==> src/rtl/return_addr_stack.sv <==
// Return-address stack: classifies JAL/JALR by link-register usage, pushes
// PC+4 on calls, pops on returns, and predicts the return target from the
// current top of stack with zero latency.
module return_addr_stack #(
    parameter int WIDTH = 32,
    parameter int DEPTH = 8
) (
    input  logic                       clk,
    input  logic                       rst,
    input  logic                       Flush,
    input  logic                       InstrValid,
    input  logic [6:0]                 Op,
    input  logic [4:0]                 Rd,
    input  logic [4:0]                 Rs1,
    input  logic [WIDTH-1:0]           PCPlus4,
    output logic [WIDTH-1:0]           RetTarget,
    output logic                       RetValid,
    output logic [$clog2(DEPTH+1)-1:0] Count
);

    localparam int PW = $clog2(DEPTH);
    localparam int CW = $clog2(DEPTH + 1);

    localparam logic [6:0] OP_JAL  = 7'b1101111;
    localparam logic [6:0] OP_JALR = 7'b1100111;

    logic [WIDTH-1:0] entry [DEPTH];
    logic [PW-1:0]    top;
    logic [PW-1:0]    top_m1;

    logic is_jal;
    logic is_jalr;
    logic rd_link;
    logic rs1_link;
    logic push_only;
    logic pop_only;
    logic pop_push;
    logic empty;
    logic full;

    // Instruction classification. x1 and x5 are the link registers.
    assign is_jal   = (Op == OP_JAL);
    assign is_jalr  = (Op == OP_JALR);
    assign rd_link  = (Rd == 5'd1) || (Rd == 5'd5);
    assign rs1_link = (Rs1 == 5'd1) || (Rs1 == 5'd5);

    // A JALR linking through both registers with the same index is a plain call;
    // with different indices it is a coroutine swap (replace top).
    assign push_only = InstrValid &&
                       ((is_jal && rd_link) ||
                        (is_jalr && rd_link && !(rs1_link && (Rd != Rs1))));
    assign pop_only  = InstrValid && is_jalr && !rd_link && rs1_link;
    assign pop_push  = InstrValid && is_jalr && rd_link && rs1_link && (Rd != Rs1);

    assign empty  = (Count == '0);
    assign full   = (Count == CW'(DEPTH));
    // DEPTH is a power of two, so natural pointer wrap gives modulo DEPTH.
    assign top_m1 = top - 1'b1;

    // Zero-latency prediction from the registered stack state.
    assign RetTarget = empty ? '0 : entry[top_m1];
    assign RetValid  = (pop_only || pop_push) && !empty;

    // Stack state update; priority is rst, then Flush, then call/return actions.
    always_ff @(posedge clk) begin
        if (rst) begin
            // NOTE: the entries are cleared on reset so RetTarget never exposes
            // stale data from before reset; this is cheap at this depth.
            for (int i = 0; i < DEPTH; i++) begin
                entry[i] <= '0;
            end
            // NOTE: non-blocking assignments keep every register update in this
            // block reading the pre-edge values, so ordering here does not matter.
            top   <= '0;
            Count <= '0;
        end else if (Flush) begin
            // Only the bookkeeping is cleared; stale entries are unreachable.
            top   <= '0;
            Count <= '0;
        end else if (push_only || (pop_push && empty)) begin
            // A full stack overwrites its oldest entry by wrapping the pointer.
            entry[top] <= PCPlus4;
            top        <= top + 1'b1;
            if (!full) begin
                Count <= Count + 1'b1;
            end
        end else if (pop_push) begin
            entry[top_m1] <= PCPlus4;
        end else if (pop_only && !empty) begin
            top   <= top_m1;
            Count <= Count - 1'b1;
        end
    end

endmodule

==> config.mk <==
export PLATFORM = sky130hd
export DESIGN_NAME = return_addr_stack
export DESIGN_NICKNAME = d
export VERILOG_FILES = /design/src/rtl/return_addr_stack.sv
export SDC_FILE = /design/constraint.sdc
export NUM_CORES = 1
export LEC_CHECK = 0
export BUFFER_PORTS_ARGS = -buffer_cell sky130_fd_sc_hd__buf_4
export CORE_MARGIN = 2
export CORE_UTILIZATION = 65
export CTS_CLUSTER_DIAMETER = 150
export DETAILED_ROUTE_END_ITERATION = 8
export HOLD_SLACK_MARGIN = 0.15
export PLACE_DENSITY = 0.95
export SKIP_LAST_GASP = 1
export SYNTH_ARGS = -nofsm -noshare
export SYNTH_HDL_FRONTEND = slang
export SYNTH_SLANG_ARGS = --single-unit
==> constraint.sdc <==
create_clock -name clk -period 7 [get_ports clk]
set_input_delay 0 -clock clk [delete_from_list [all_inputs] [get_ports clk]]
set_output_delay 0 -clock clk [all_outputs]
set_load 0.005 [all_outputs]
# Yosys cells after proc, flatten, opt, wreduce, memory -nomap -nowiden
# Memory sizes are Yosys's and may differ from the RTL's.
# Cells that the tools add are included.
[totals]
register_bits = 7
latch_bits = 0
mem_bits_rw = 256
romBits = 0
input_bits = 53
out_inout_bits = 37
n_memories = 1
[mem_list]
columns = ["memory", "words", "width", "read_ports", "rd_clocked_by_memory_dff", "write_ports", "line_no", "source"]
rows = [
  ["entry", 8, 32, 1, 0, 8, "27", "logic [WIDTH-1:0] entry [DEPTH];"],
]
[op_classes]
n_addsub = 4
mul = 0
div_mod_pow = 0
order_cmp = 0
n_eq_ne = 10
shift = 0
n_mux = 25
bitwise = 0
n_reduce_logical = 29
[op_table]
columns = ["op", "count"]
rows = [
  ["2-to-1 mux 32 bit", 3],
  ["OR reduction 32 bit", 2],
  ["2-to-1 mux 4 bit", 4],
  ["2-to-1 mux 3 bit", 5],
  ["== test 7 bit (second input constant)", 2],
  ["logical AND 1 bit", 14],
  ["2-to-1 mux 1 bit", 13],
  ["== test 5 x 1 -> 1 bit (second input constant)", 2],
  ["== test 5 x 3 -> 1 bit (second input constant)", 2],
  ["logical OR 1 bit", 5],
  ["inequality test 5 bit", 1],
  ["adder 4 x 1 -> 4 bit (second input constant)", 1],
  ["== test 4 bit (second input constant)", 1],
  ["zero test 4 bit", 1],
  ["subtractor 4 x 1 -> 4 bit (second input constant)", 1],
  ["adder 3 x 1 -> 3 bit (second input constant)", 1],
  ["zero test 1 bit", 3],
  ["AND reduction 3 bit", 1],
  ["subtractor 3 x 1 -> 3 bit (second input constant)", 1],
  ["inequality test 2 x 1 -> 1 bit (second input constant)", 1],
  ["inequality test 2 bit (second input constant)", 1],
  ["AND reduction 2 bit", 1],
  ["nonzero test 2 bit", 1],
  ["OR reduction 2 bit", 1],
]

# Longest topological paths before layout
[depth]
word_depth = 15
mapped_depth = 12
ltp_nobuf = 11

# Worst setup path after synthesis
# No wires, ideal clock.
[synth_path]
path_kind = "register -> register"
startpoint = "register top[0]"
endpoint = "memory entry[3][0], enable pin"
t_arrival_ns = 3.312
t_required_ns = 6.572
path_slack_ns = 3.260
path_stages_with_launch = 9
path_buffers = 2
period_less_slack_ns = 3.740
path_cell_list = "dfxtp_1 clkbuf_1 inv_1 ha_1 xor2_1 nor3_1 mux2i_4 buf_2 o21bai_1"
[synth_rtl]
columns = ["item", "line_no", "source"]
rows = [
  ["from (decl)", "28", "logic [PW-1:0] top;"],
  ["from (signal assigned)", "83", "top <= top + 1'b1;"],
  ["from (signal assigned)", "90", "top <= top_m1;"],
  ["to (decl)", "27", ""],
]

==> results.tsv <==
metric	value	unit
peak supply drop	0.239	mV
WP buf/inv	2	
sw power	671	uW
largest family of logic cells by synthesized area	simple AND/OR/NAND/NOR gates	
top cells by count, synth	nor3b_1, edfxtp_1, nand2_1	
Post-synth EDFFs	256	
Least-Margin Pin Slew	1380	ps
vias in the first global route	8749	
cell family with most CP delay	multiplexers	
Post-Synthesis Cell Area	12800	sq um
Clk network pwr share	40.2	%
HPWL after detailed placement	16800	microns
critical-path cell list	inv_1 -> ha_2 -> buf_4 -> nor3_1 -> mux2i_4 -> o21bai_4	
Slew HR	7.79	%
clock slew seen by the registers of the worst setup and hold paths	60	ps
CP Class	flop to flop	
Worst Hold Class	primary input to flop	
nets	1020	
ys flop type	edfxtp_1	
ANT nets after route	0	
Root Driver	clkbuf_16	
buffers added on ports	89	
Tmin final	4730	ps
Syn Area/Cell	14.6	sq um
H-Tree Level Count	1	
hold slack	204	ps
Fmax achieved	211	MHz
first-pass GRT wire length	51100	microns
first-pass detailed-route iteration total	5	
Starting Density	65.8	%
Num CTS Buffers	26	
worst endpoint required time	7100	ps
Final Hold Vio Count	0	
Setup Fix Bufs, Post-CTS	0	
slowest CP cell	mux2i_4	
I/O pins	90	
diodes inserted	0	
Pins Over Slew Limit	0	
Crit Path Max Fanout	41	
post-synthesis cell type count	43	
clock buffer depth	3	
Sequential Power Share	54.9	%
XOR/XNOR share of the synthesized area	0.549	%
Synth top area share	60.2	%
number of fillers in the final layout	1034	
Total Routing Usage GR	33.0	%
vias post-DR	8678	
Die Ht	144	microns
clock sinks	263	
fin util	77.0	%
RSZ-0062 raised after global routing	no	
Area contributors post-synth	edfxtp_1, nor3b_1, mux4_2	
Sw Ratio	20.6	%
area grow syn2layout	17.0	%
vias per cell	6.97	
multiplexer share of the synthesized area	12.4	%
max capacitance violation total	0	
die area	20800	sq um
combinational share of power	4.8	%
gpl congestion	0.796	
dominant cell type by area after synthesis	edfxtp_1	
Cell Int Power	2590	uW
Post-Synth Simple-Gate Area	19.4	%
core region area	19400	sq um
Seq/Total Area, Yosys	61.3	%
share of layout cells above drive strength 1	23.0	%
GRT Residual Overflow	0	
final worst path period share	67.6	%
Synth Register Bits	263	
Leakage	0.00479	uW
syn nets	931	
Die W	144	microns
Cell Pwr Density	218	nW/um^2
drt first-iter violations	1181	
sum of negative setup slack	0	ps
most frequent cell after synthesis	nor3b_1	
Routed WL	33200	microns
Core Rows	51	
Compound-Gate Fraction of Synth Area	2.77	%
Finish-stage setup viols	0	
Synth warnings	0	
initial antenna violation count	0	
Post-route DRC	0	
largest net degree at the start of global routing	265	
ys async rst share	0	%
clk_lat worst skew	520	ps
Gate Count Post-Synth	873	
WL/cell	26.7	microns
Tot Pwr	3260	uW
status	complete, no violations	
clock skew	14.5	ps
CP Capture Type	flop	
slowest stage delay, CP	1060	ps
critical path data arrival time	4820	ps
Post-Synth Adder-Cell Area	0.549	%
TritonCTS clock tree	done	
Startpoint Class	flop	
## layout make-up
class	instances	area (sq um)	share of cell area, %
clock inverters	13	91.3	0.611
multi-input cells	521	4760	31.9
repair buffers	144	1200	8.06
well taps	265	332	2.22
flip-flops and latches	263	7830	52.4
clock buffers	33	698	4.67
inverters	6	22.5	0.151
## flip-flops by register name, summed over array words and instances (netlist names)
name and cells:
top 3, entry 256, Count 4
## path summary, 6_finish.rpt
| path | from | endpoint | slack [ps] | cells after the start |
|---|---|---|---|---|
| worst max register to register | top[0]$_SDFFE_PP0P_ | entry[3][2]$_SDFFCE_PN0P_ | 2270 | 6 |
| worst min-delay path | Rs1[4] | Count[0]$_SDFFE_PP0P_ | 200 | 6 |
| worst max-delay path | top[0]$_SDFFE_PP0P_ | entry[3][2]$_SDFFCE_PN0P_ | 2270 | 6 |
| worst min register to register | Count[0]$_SDFFE_PP0P_ | Count[0]$_SDFFE_PP0P_ | 580 | 2 |
## layout by cell type, fill, tap and decap left out, types with 6 or more instances in the layout
master         netlist  layout
mux4_2              64      64
buf_4                1      99
nor3_1               9       9
dlygate4sd3_1        0      44
clkbuf_1            49       6
o21bai_4             0       8
dfxtp_1              7       6
inv_1                6       6
clkinv_1             0       7
nor3b_1            257     257
clkbuf_16            0      27
nor2_1              11      11
nand2_1             78      77
mux2i_4              2       8
a21oi_1             34      34
edfxtp_1           256     256
xnor2_1              7       6
## worst reg2reg max path, stage by stage, from the launching register on
cell and delay, ps:
dfxtp_4 590, inv_1 240, ha_2 940, buf_4 650
nor3_1 250, mux2i_4 1060, o21bai_4 550
## per-stage QoR
| stage | setup WS, ps | cell area, sq um | cells |
|---|---|---|---|
| 2_1_floorplan | 3260 | 12800 | 873 |
| 4_1_cts | 2470 | 14900 | 1245 |
| 5_1_grt | 2100 | 14900 | 1245 |
| 3_3_place_gp | 2760 | 13700 | 1155 |
| 3_5_place_dp | 2540 | 13700 | 1155 |
| 6_report | 2270 | 14900 | 1245 |
## timing repair
| action | CTS | global route |
|---|---|---|
| resized for setup | 0 | 0 |
| setup endpoints to repair | 0 | 0 |
| hold endpoints to repair | 263 | 0 |
| hold buffers | 44 | 0 |
## per-layer routing
layer,track usage [%],wire length (microns),vias up
li1,-,-,3573
met1,43.7,11600,4268
met2,54.4,16600,705
met3,6.19,3670,132
met4,14.5,1450,0
met5,0,0,-
## kinds of logic after synthesis
logic type               Yosys count
AND/OR/NAND/NOR                  375
flip-flops                       263
buffers and inverters             89
multiplexers                      76
AO/OA/AOI/OAI                     57
XOR/XNOR                           8
adder cells (fa/ha/maj)            5
## power by group through the flow
stage                     registers (uW)  logic, uW  clock network, uW
after global placement              1820        130                  0
after global routing                1800        164               1370
after floorplan                     1820       70.8                  0
after detailed placement            1820        134                  0
after CTS                           1790        154               1320
final                               1790        157               1310
Power figures use the tool's default switching activity.
